## src/rtl/branch_pkg.sv

```systemverilog
// Shared types for the EX-stage control-transfer resolve and redirect logic.
package branch_pkg;

    typedef enum logic [1:0] {
        BR_NONE   = 2'd0,
        BR_BRANCH = 2'd1,
        BR_JAL    = 2'd2,
        BR_JALR   = 2'd3
    } br_type_e;

    typedef enum logic [1:0] {
        S_IDLE     = 2'd0,
        S_REDIRECT = 2'd1,
        S_DRAIN    = 2'd2
    } state_e;

    localparam int INST_BYTES = 4;

endpackage

```

## src/rtl/branch_resolve.sv

```systemverilog
// Combinational resolve of one control-transfer op: taken, target, next PC, mispredict, misalign.
// Zero latency; no state, so no backpressure of its own.
module branch_resolve
    import branch_pkg::*;
#(
    parameter int ADDR_WIDTH = 32
) (
    input  logic [1:0]            br_type,
    input  logic                  br_cond,
    input  logic [ADDR_WIDTH-1:0] ex_pc,
    input  logic                  pred_taken,
    input  logic [ADDR_WIDTH-1:0] pred_target,
    input  logic [ADDR_WIDTH-1:0] bra_addr,
    input  logic [ADDR_WIDTH-1:0] jal_addr,
    input  logic [ADDR_WIDTH-1:0] jalr_addr,
    output logic                  taken,
    output logic [ADDR_WIDTH-1:0] target,
    output logic [ADDR_WIDTH-1:0] next_pc,
    output logic                  mispred,
    output logic                  misalign
);

    always_comb begin
        taken  = 1'b1;
        target = jal_addr;
        case (br_type)
            BR_BRANCH: begin
                taken  = br_cond;
                target = bra_addr;
            end
            BR_JAL:  target = jal_addr;
            BR_JALR: target = jalr_addr;
            default: begin
                taken  = 1'b0;
                target = ex_pc;
            end
        endcase
    end

    // Fall-through wraps naturally at 2^ADDR_WIDTH.
    assign next_pc  = taken ? target : ex_pc + ADDR_WIDTH'(INST_BYTES);
    assign mispred  = (taken != pred_taken) | (taken & (target != pred_target));
    assign misalign = taken & target[1];

endmodule

```

## src/rtl/branch_redirect_ctrl.sv

```systemverilog
// Resolves EX control transfers; on mispredict holds a redirect to fetch, flushes IF/ID, then drains.
// Resolve is same-cycle as accept; redirect/flush/misalign appear the following cycle.
// ex_ready drops while a redirect is pending or draining; redirect is held until redirect_ready.
module branch_redirect_ctrl
    import branch_pkg::*;
#(
    parameter int ADDR_WIDTH   = 32,
    parameter int INST_WIDTH   = 32,
    parameter int DRAIN_CYCLES = 2,
    parameter int CNT_WIDTH    = 16
) (
    input  logic                  clk,
    input  logic                  rst_n,
    input  logic                  ex_valid,
    output logic                  ex_ready,
    input  logic [ADDR_WIDTH-1:0] ex_pc,
    input  logic [1:0]            br_type,
    input  logic                  br_cond,
    input  logic                  pred_taken,
    input  logic [ADDR_WIDTH-1:0] pred_target,
    input  logic [ADDR_WIDTH-1:0] bra_addr,
    input  logic [ADDR_WIDTH-1:0] jal_addr,
    input  logic [ADDR_WIDTH-1:0] jalr_addr,
    input  logic                  kill,
    output logic                  redirect_valid,
    input  logic                  redirect_ready,
    output logic [ADDR_WIDTH-1:0] redirect_pc,
    output logic                  flush_if_id,
    output logic                  misalign_exc,
    output logic [ADDR_WIDTH-1:0] misalign_addr,
    output logic [CNT_WIDTH-1:0]  resolve_cnt,
    output logic [CNT_WIDTH-1:0]  mispred_cnt
);

    localparam int DW = (DRAIN_CYCLES > 1) ? $clog2(DRAIN_CYCLES) : 1;

    if (DRAIN_CYCLES < 1 || INST_WIDTH != 8 * INST_BYTES) begin : g_param_check
        $error("branch_redirect_ctrl: unsupported DRAIN_CYCLES or INST_WIDTH");
    end

    state_e                state_q, state_d;
    logic [DW-1:0]         drain_cnt_q, drain_cnt_d;
    logic [ADDR_WIDTH-1:0] redirect_pc_q, redirect_pc_d;
    logic                  flush_q, flush_d;
    logic                  misalign_q, misalign_d;
    logic [ADDR_WIDTH-1:0] misalign_addr_q, misalign_addr_d;
    logic [CNT_WIDTH-1:0]  resolve_cnt_q, resolve_cnt_d;
    logic [CNT_WIDTH-1:0]  mispred_cnt_q, mispred_cnt_d;

    logic                  res_taken;
    logic [ADDR_WIDTH-1:0] res_target;
    logic [ADDR_WIDTH-1:0] res_next_pc;
    logic                  res_mispred;
    logic                  res_misalign;
    logic                  op_acc;

    branch_resolve #(
        .ADDR_WIDTH (ADDR_WIDTH)
    ) u_resolve (
        .br_type     (br_type),
        .br_cond     (br_cond),
        .ex_pc       (ex_pc),
        .pred_taken  (pred_taken),
        .pred_target (pred_target),
        .bra_addr    (bra_addr),
        .jal_addr    (jal_addr),
        .jalr_addr   (jalr_addr),
        .taken       (res_taken),
        .target      (res_target),
        .next_pc     (res_next_pc),
        .mispred     (res_mispred),
        .misalign    (res_misalign)
    );

    assign ex_ready = (state_q == S_IDLE) & ~kill;
    // NONE ops are swallowed by the handshake but never resolved or counted.
    assign op_acc   = ex_valid & ex_ready & (br_type != BR_NONE);

    always_comb begin
        state_d         = state_q;
        drain_cnt_d     = drain_cnt_q;
        redirect_pc_d   = redirect_pc_q;
        flush_d         = 1'b0;
        misalign_d      = 1'b0;
        misalign_addr_d = misalign_addr_q;
        resolve_cnt_d   = resolve_cnt_q;
        mispred_cnt_d   = mispred_cnt_q;

        if (kill) begin
            state_d     = S_IDLE;
            drain_cnt_d = '0;
        end else begin
            case (state_q)
                S_IDLE: begin
                    if (op_acc) begin
                        if (~&resolve_cnt_q) resolve_cnt_d = resolve_cnt_q + 1'b1;
                        // A misaligned taken target traps instead of redirecting.
                        if (res_misalign) begin
                            misalign_d      = 1'b1;
                            misalign_addr_d = res_target;
                        end else if (res_mispred) begin
                            state_d       = S_REDIRECT;
                            redirect_pc_d = res_next_pc;
                            flush_d       = 1'b1;
                            if (~&mispred_cnt_q) mispred_cnt_d = mispred_cnt_q + 1'b1;
                        end
                    end
                end
                S_REDIRECT: begin
                    if (redirect_ready) begin
                        state_d     = S_DRAIN;
                        drain_cnt_d = DW'(DRAIN_CYCLES - 1);
                    end
                end
                S_DRAIN: begin
                    if (drain_cnt_q == '0) begin
                        state_d = S_IDLE;
                    end else begin
                        drain_cnt_d = drain_cnt_q - 1'b1;
                    end
                end
                default: state_d = S_IDLE;
            endcase
        end
    end

    always_ff @(posedge clk or negedge rst_n) begin
        if (!rst_n) begin
            state_q         <= S_IDLE;
            drain_cnt_q     <= '0;
            redirect_pc_q   <= '0;
            flush_q         <= 1'b0;
            misalign_q      <= 1'b0;
            misalign_addr_q <= '0;
            resolve_cnt_q   <= '0;
            mispred_cnt_q   <= '0;
        end else begin
            state_q         <= state_d;
            drain_cnt_q     <= drain_cnt_d;
            redirect_pc_q   <= redirect_pc_d;
            flush_q         <= flush_d;
            misalign_q      <= misalign_d;
            misalign_addr_q <= misalign_addr_d;
            resolve_cnt_q   <= resolve_cnt_d;
            mispred_cnt_q   <= mispred_cnt_d;
        end
    end

    assign redirect_valid = (state_q == S_REDIRECT);
    assign redirect_pc    = redirect_pc_q;
    assign flush_if_id    = flush_q;
    assign misalign_exc   = misalign_q;
    assign misalign_addr  = misalign_addr_q;
    assign resolve_cnt    = resolve_cnt_q;
    assign mispred_cnt    = mispred_cnt_q;

endmodule
```

## config.mk

```make
export PLATFORM = sky130hd
export DESIGN_NAME = branch_redirect_ctrl
export DESIGN_NICKNAME = d
export VERILOG_FILES = /design/src/rtl/branch_pkg.sv /design/src/rtl/branch_resolve.sv /design/src/rtl/branch_redirect_ctrl.sv
export SDC_FILE = /design/constraint.sdc
export NUM_CORES = 1
export LEC_CHECK = 0
export ABC_CLOCK_PERIOD_IN_PS = 2700
export BUFFER_PORTS_ARGS = -buffer_cell sky130_fd_sc_hd__buf_4
export CELL_PAD_IN_SITES_DETAIL_PLACEMENT = 1
export CELL_PAD_IN_SITES_GLOBAL_PLACEMENT = 1
export CORE_ASPECT_RATIO = 0.75
export CORE_MARGIN = 2
export CORE_UTILIZATION = 38
export CTS_CLUSTER_SIZE = 14
export DETAILED_ROUTE_END_ITERATION = 6
export GPL_ROUTABILITY_DRIVEN = 1
export PLACE_DENSITY_LB_ADDON = 0.05
export RECOVER_POWER = 50
export SLEW_MARGIN = 20
export SYNTH_ARGS = -nofsm -noshare
export SYNTH_HDL_FRONTEND = slang
export SYNTH_HIERARCHICAL = 1
export SYNTH_SLANG_ARGS = --single-unit
```

## constraint.sdc

```tcl
create_clock -name clk -period 2.7 [get_ports clk]
set_clock_uncertainty 0.2 [all_clocks]
set_input_delay 0.135 -clock clk [delete_from_list [all_inputs] [get_ports clk]]
set_output_delay 0.135 -clock clk [all_outputs]
set_load 0.01 [all_outputs]
```

==> results.md, run 1 <==
- Slowest-stage cell, CP: nor4_2
- Maximum root-to-sink buffer count: 2
- Gr busiest metal: met2
- Synth top area share: between 30% and 40%
- Placeable Area: 18510 sq um
- TritonCTS clock tree: done
- Grt ovf: 0
- Area of the multi-input gates: 4568 sq um
- Number of remaining DRC errors: 0
- RSZ-0062 raised after global routing: yes
- Post-synth top cells: dfrtp_1 (101), xnor2_1 (57), mux2i_1 (51), mux2_2 (48), nand2_1 (41)
- Final setup fails: 32
- First-pass GRT wire length: about 46 mm
- Area growth, synth to finish: 46.38%
- Tcrit/Tclk final: 102.0%
- Fin crit period: about 2.8 ns
- Max-slew headroom: 20.65%
- Clk sinks: a little over 100
- Worst EP arrival: 2.79 ns
- Kind of critical path: in2reg
- Post-Synthesis Cells: 698
- Cell variety after synth: 60
- Yosys warns: 6
- M1 GR Usage: 44.34%
- Share of flip-flops with an asynchronous set or reset: 100.0%
- Largest net degree at the start of global routing: 60
- 1st-pass router iterations: 4
- # IOs: 269
- Starting DRT DRC Count: 479
- Die Ht: 123.2 um
- Delay-heaviest family, CP: simple AND/OR/NAND/NOR gates
- M3 GR Usage: 5.401%
- Share of cells above drive strength 1: ~42%
- Cell taking the most area after synthesis: dfrtp_1
- Root Buffer: clkbuf_16
- CP required: 2.74 ns
- Post-route setup slack: -0.05281 ns
- Main synth FF type: dfrtp_1
- Sequential area share after synthesis: 35.10%
- Row count: 43
- Post-DRT Antenna Nets: 0
- IO Port Bufs: 268
- Filler Cell Count: between 2000 and 2500
- Buffer and inverter count on the worst path: 6
- CTS buffer count: 9
- Failing checks: setup timing
- Chip width: 163.0 um
- Mapped Area: 7201 sq um
- Max-cap violation count: 0
- Most frequent cell after synthesis: dfrtp_1
- Critical path, cell by cell: buf_12 -> buf_12 -> buf_4 -> buf_4 -> mux2i_2 -> buf_4 -> xnor2_1 -> o21ai_0 -> nand3_1 -> nor4_2 -> a31oi_1 -> and2b_2 -> and3_4 -> buf_12 -> mux2_2
- Clk slew on worst S/H paths: 0.07 ns
- Post-DP HPWL: between 20 and 25 mm
- Status: finished with violations
- Avg WL per Cell: 23.51 um
- Syn Nets: 870
- Worst min-delay path class: in2reg
- Leakage: 4.819 nW
- Detailed Route WL: 30.80 mm
- Top cells by area, synth: dfrtp_1 (35%), mux2_2 (7.5%), mux2i_1 (7.1%)
- Initial antenna violation count: 1
- Final Slew Violations: 0
- Flop and latch count out of synthesis: 101
- EDFF count, synth: 0
- Final Net Count: 1229
- Max stage delay on crit path: around 0.37 ns
- Final hold violations: 0
- Avg Synthesized Cell Area: about 10 sq um
- Via Count: 7225
- PwrDens: 539.7 nW/um^2
- Starting Density: 38.91%
- CP startpoint kind: input pin
- H-tree depth: 3
- Number of global-route vias before repair: 7593
- Worst setup EP type: flop
- Placer Congestion: around 1
- Max VDD drop: around 330 uV
- Met2 Usage GRT: 46.98%
- Place WS: -0.5785 ns
- Slew @ Worst Pin: 1.190 ns
- FF+latch area: ~2500 sq um
- Worst-path fanout max: 25
- Vias per Instance: 5.515
- Pwr Total: 5.689 mW
- Fmax: around 360 MHz
- Total die area: roughly 20000 sq um
- Worst-skew pair later-pin latency: between 0.3 and 0.4 ns
- Total GRT Usage: between 30 and 40%
==> power breakdown <==
| group | internal, mW | total (mW) | switching (mW) | leakage [nW] |
|---|---|---|---|---|
| clock network | 0.647 | 1.32 | 0.671 | 0.144 |
| logic | 1.09 | 2.15 | 1.07 | 3.43 |
| registers | 1.89 | 2.22 | 0.327 | 1.24 |
==> final timing paths <==
check	slack [ns]	to	from	cells after the start
worst max-delay path	-0.05	redirect_pc[26]$_DFFE_PN0P_	br_type[1]	15
worst min-delay path	0.01	redirect_pc[27]$_DFFE_PN0P_	jal_addr[27]	4
worst max register to register	0.39	mispred_cnt[12]$_DFFE_PN0P_	mispred_cnt[0]$_DFFE_PN0P_	5
worst min register to register	0.31	redirect_pc[25]$_DFFE_PN0P_	redirect_pc[25]$_DFFE_PN0P_	1
max in group asynchronous	1.01	redirect_pc[18]$_DFFE_PN0P_	rst_n	3
min in group asynchronous	0.35	redirect_pc[15]$_DFFE_PN0P_	rst_n	2
==> final cells by class <==
cell class,instances,share of cell area [%]
repair buffers,384,26.10
clock buffers,9,2.137
flip-flops and latches,101,23.98
inverters,21,0.8666
clock inverters,7,0.6173
diodes,1,0.02374
well taps,247,2.932
multi-input cells,540,43.34
==> metrics by stage <==
stage | area [sq um] | TNS [ns] | util [%] | std cells | hold slack, ns
global route | 10540 | -5.346 | 56.95 | 1310 | 0.03850
global placement | 10190 | -23.30 | 55.04 | 1281 | -0.03120
finish | 10540 | -1.018 | 56.95 | 1310 | 0.01087
detailed placement | 10190 | -26.65 | 55.04 | 1281 | -0.03222
CTS | 10670 | -0.06158 | 57.67 | 1307 | 0.006544
floorplan | 7228 | -0.5090 | - | 698 | -0.3606
==> worst reg2reg max path, delay by kind of cell (launching register included) <==
kind                       cells  cell delay, ns
and+or+nand+nor                3            1.19
DFF                            1            0.46
adders and majority gates      1            0.22
xor gates and xnor gates       1            0.17
==> kinds of logic (layout without fill, tap and decap cells) <==
| kind of cell | Yosys count | count (layout) | share of synthesized area (%) |
|---|---|---|---|
| AND/OR/NAND/NOR | 177 | 177 | 13.50 |
| other | 0 | 1 | 0 |
| XOR/XNOR | 93 | 93 | 11.31 |
| buffers and inverters | 57 | 421 | 4.448 |
| multiplexers | 135 | 135 | 22.88 |
| adder cells (fa/ha/maj) | 3 | 3 | 0.5213 |
| flip-flops | 101 | 101 | 35.10 |
| AO/OA/AOI/OAI | 132 | 132 | 12.23 |
==> metal layers <==
layer	routed length, um	up-vias
met5	0	-
met4	495	0
met3	1934	32
met2	13720	255
met1	14650	3660
li1	-	3278
==> state kept, by name (all words and copies together) (netlist names) <==
| signal | count |
|---|---|
| misalign_exc | 1 |
| resolve_cnt | 16 |
| mispred_cnt | 16 |
| redirect_pc | 32 |
| flush_if_id | 1 |
| state_q | 2 |
| misalign_addr | 32 |
| drain_cnt_q | 1 |
==> timing repair <==
item                                   CTS  global route
pin swaps                                7             5
endpoints found under the hold margin   47             0
gates cloned                             1             1
resized for setup                       17            29
setup endpoints to repair               49            49
hold buffers                             5             0
buffers inserted                         4             1
==> layout by cell type (no fill, tap or decap), types with 4 or more instances in the layout <==
cell type,count
a21boi_0,9
dfrtp_1,101
mux4_2,7
nand4_1,15
mux2i_2,10
nor4_2,6
mux2_2,48
xor2_1,34
nand2_1,41
mux2_4,29
mux2i_1,39
xnor2_1,55
dlygate4sd3_1,5
and4_1,5
o211ai_1,14
nor3_1,19
buf_12,9
buf_6,5
clkbuf_1,84
buf_4,277
nand3_1,15
a21oi_1,28
and3_1,20
a221oi_1,11
clkbuf_16,10
nor4_1,4
inv_1,18
o21ai_0,29
o22ai_1,10
nor2_1,27
(Power assumes the default switching activity.)
==> run 2, diff against run 1 <==
--- a/config.mk
+++ b/config.mk
@@ -5,13 +5,13 @@
 export SDC_FILE = /design/constraint.sdc
 export NUM_CORES = 1
 export LEC_CHECK = 0
-export ABC_CLOCK_PERIOD_IN_PS = 2700
+export ABC_CLOCK_PERIOD_IN_PS = 2400
 export BUFFER_PORTS_ARGS = -buffer_cell sky130_fd_sc_hd__buf_4
 export CELL_PAD_IN_SITES_DETAIL_PLACEMENT = 1
 export CELL_PAD_IN_SITES_GLOBAL_PLACEMENT = 1
 export CORE_ASPECT_RATIO = 0.75
 export CORE_MARGIN = 2
-export CORE_UTILIZATION = 38
+export CORE_UTILIZATION = 34
 export CTS_CLUSTER_SIZE = 14
 export DETAILED_ROUTE_END_ITERATION = 6
 export GPL_ROUTABILITY_DRIVEN = 1
==> constraint.sdc (replaced) <==
create_clock -name clk -period 2.4 [get_ports clk]
set_clock_uncertainty 0.2 [all_clocks]
set_input_delay 0.12 -clock clk [delete_from_list [all_inputs] [get_ports clk]]
set_output_delay 0.12 -clock clk [all_outputs]
set_load 0.01 [all_outputs]
==> run 2 against run 1 <==
- the run still ends with setup timing left
- hold slack gained 0.023 ns
- global-route usage shrank 0.80 points
- flip-flop and latch count is the same
- die area grew 11%
- core utilization shrank 2.5 points
- wire length grew 8.1%
- critical path type unchanged
==> results.md, run 2 (synthesis results as in run 1) <==
- Final hold violations: 0
- Final Net Count: 1291
- Kind of critical path: in2reg
- Largest net degree at the start of global routing: 46
- Critical path startpoint: br_type[1]
- Number of remaining DRC errors: 0
- Fmax: 353.0 MHz
- Reg2Reg Launch Point: state_q[0]$_DFFE_PN0P_
- TritonCTS clock tree: done
- Starting Density: around a third
- Row count: 46
- Failing checks: setup timing
- Filler Cell Count: 2391
- Placer Congestion: 0.9303
- Post-DRT Antenna Nets: 0
- Delay-heaviest family, CP: simple AND/OR/NAND/NOR gates
- Die Ht: 130.0 um
- Fin area: 11410 sq um
- Slew @ Worst Pin: 0.9740 ns
- Worst setup EP type: flop
- Fin crit period: about 2.8 ns
- CP startpoint kind: input pin
- Buffer and inverter count on the worst path: 5
- Vias per Instance: 5.242
- Clk sinks: 101
- Critical path, cell by cell: buf_12 -> buf_12 -> buf_12 -> buf_4 -> mux2i_2 -> xnor2_1 -> nor4_1 -> a21oi_1 -> nor4_1 -> a31oi_1 -> and2b_2 -> and3_4 -> buf_12 -> mux2_2
- # IOs: around 270
- 1st-pass router iterations: 4
- Grt ovf: 0
- RSZ-0062 raised after global routing: yes
- Worst-skew pair later-pin latency: 0.36 ns
- Max-slew headroom: a little over a third
- Root Buffer: clkbuf_16
- Worst-path fanout max: 13
- Placeable Area: ~21000 sq um
- Final setup fails: 50
- Post-DP HPWL: 26.71 mm
- Via Count: between 7000 and 8000
- First-pass GRT wire length: 48.76 mm
- Chip width: 172.0 um
- Tcrit/Tclk final: 118.0%
- CP required: 2.45 ns
- Number of global-route vias before repair: between 8000 and 9000
- Starting DRT DRC Count: between 500 and 600
- Detailed Route WL: 33.29 mm
- Hold WS: about 0.034 ns
- Share of cells above drive strength 1: 48.75%
- Leakage: 5.318 nW
- Place WS: -0.8771 ns
- DP Area: 10690 sq um
- Ant. Diodes: 0
- Status: finished with violations
- Post-route setup slack: -0.4328 ns
- Worst EP arrival: 2.88 ns
- Final Slew Violations: 0
- Pwr Total: 6.718 mW
- Max VDD drop: 360.7 uV
- PwrDens: between 500 and 600 nW/um^2
- Setup TNS: -19.11 ns
- Hold Startpoint: jal_addr[14]
- IO Port Bufs: 268
- Total GRT Usage: 29.63%
- Final Core Density: 54.44%
- CTS buffer count: 9
- Avg WL per Cell: ~24 um
- Placed insts: 1369
- Clk slew on worst S/H paths: 0.07 ns
- Area growth, synth to finish: 58.40%
- Final cell count without fillers: 1412
- Slowest-stage cell, CP: nor4_1
- Commonest non-fill, non-tap cell in the layout: buf_4
- Total die area: 22370 sq um
- Max stage delay on crit path: 0.36 ns
- H-tree depth: 3
- Worst min-delay path class: in2reg
- Maximum root-to-sink buffer count: 2
- Max-cap violation count: 0
- Most frequent cells in the layout: buf_4 (359), dfrtp_1 (101), xnor2_1 (56)
- Initial antenna violation count: 0
- Most Frequent Cell on Critical Path: buf_12
## run 2: changes by cell type in the layout (fill, tap and decap cells not counted), sizes merged
cell / previous run / this run
buf: 291 / 390
clkbuf: 96 / 60
clkinv: 6 / 4
diode: 1 / 0
dlygate4sd3: 5 / 6
## run 2: where the power goes
group          total, mW  switching (mW)  internal [mW]
combinational       2.67            1.24           1.43
clock               1.54           0.751          0.785
sequential          2.51           0.384           2.13
## run 2: worst register-to-register path, stage by stage, from the launching register on
cell and delay, ns:
dfrtp_1 0.40, or3_1 0.57, clkinv_8 0.14, and3_4 0.30
a21boi_4 0.22, mux2_2 0.34
## run 2: worst paths after layout
check	endpoint	slack, ns	depth (start not counted)
min in group asynchronous	redirect_pc[12]$_DFFE_PN0P_	0.27	2
worst max-delay path	redirect_pc[15]$_DFFE_PN0P_	-0.43	14
worst min-delay path	redirect_pc[14]$_DFFE_PN0P_	0.03	4
worst min register to register	resolve_cnt[14]$_DFFE_PN0P_	0.31	1
worst max register to register	mispred_cnt[1]$_DFFE_PN0P_	0.10	5
max in group asynchronous	misalign_addr[18]$_DFFE_PN0P_	0.41	3
## run 2: area by class of cell
type | instances | area, sq um | area share, %
flip-flops and latches | 101 | 2527 | 22.16
well taps | 288 | 360.3 | 3.159
repair buffers | 446 | 3460 | 30.33
clock inverters | 5 | 48.80 | 0.4278
inverters | 21 | 91.34 | 0.8008
multi-input cells | 540 | 4666 | 40.91
clock buffers | 11 | 252.7 | 2.216
## run 2: timing repair
action / 4_1_cts / 5_1_grt
pin swaps: 17 / 20
setup endpoints to repair: 50 / 51
gates cloned: 2 / 1
setup buffers: 16 / 7
gates resized for setup: 33 / 32
hold buffers: 6 / 0
endpoints found under the hold margin: 85 / 0
## run 2: per-layer routing
layer  vias up  global-route usage (%)  wire length, um
met1      3720                   42.58            15850
met3        27                   6.430             2151
li1       3411                       -                -
met5         -                       0                0
met2       243                   46.11            14930
met4         0                   6.031              354
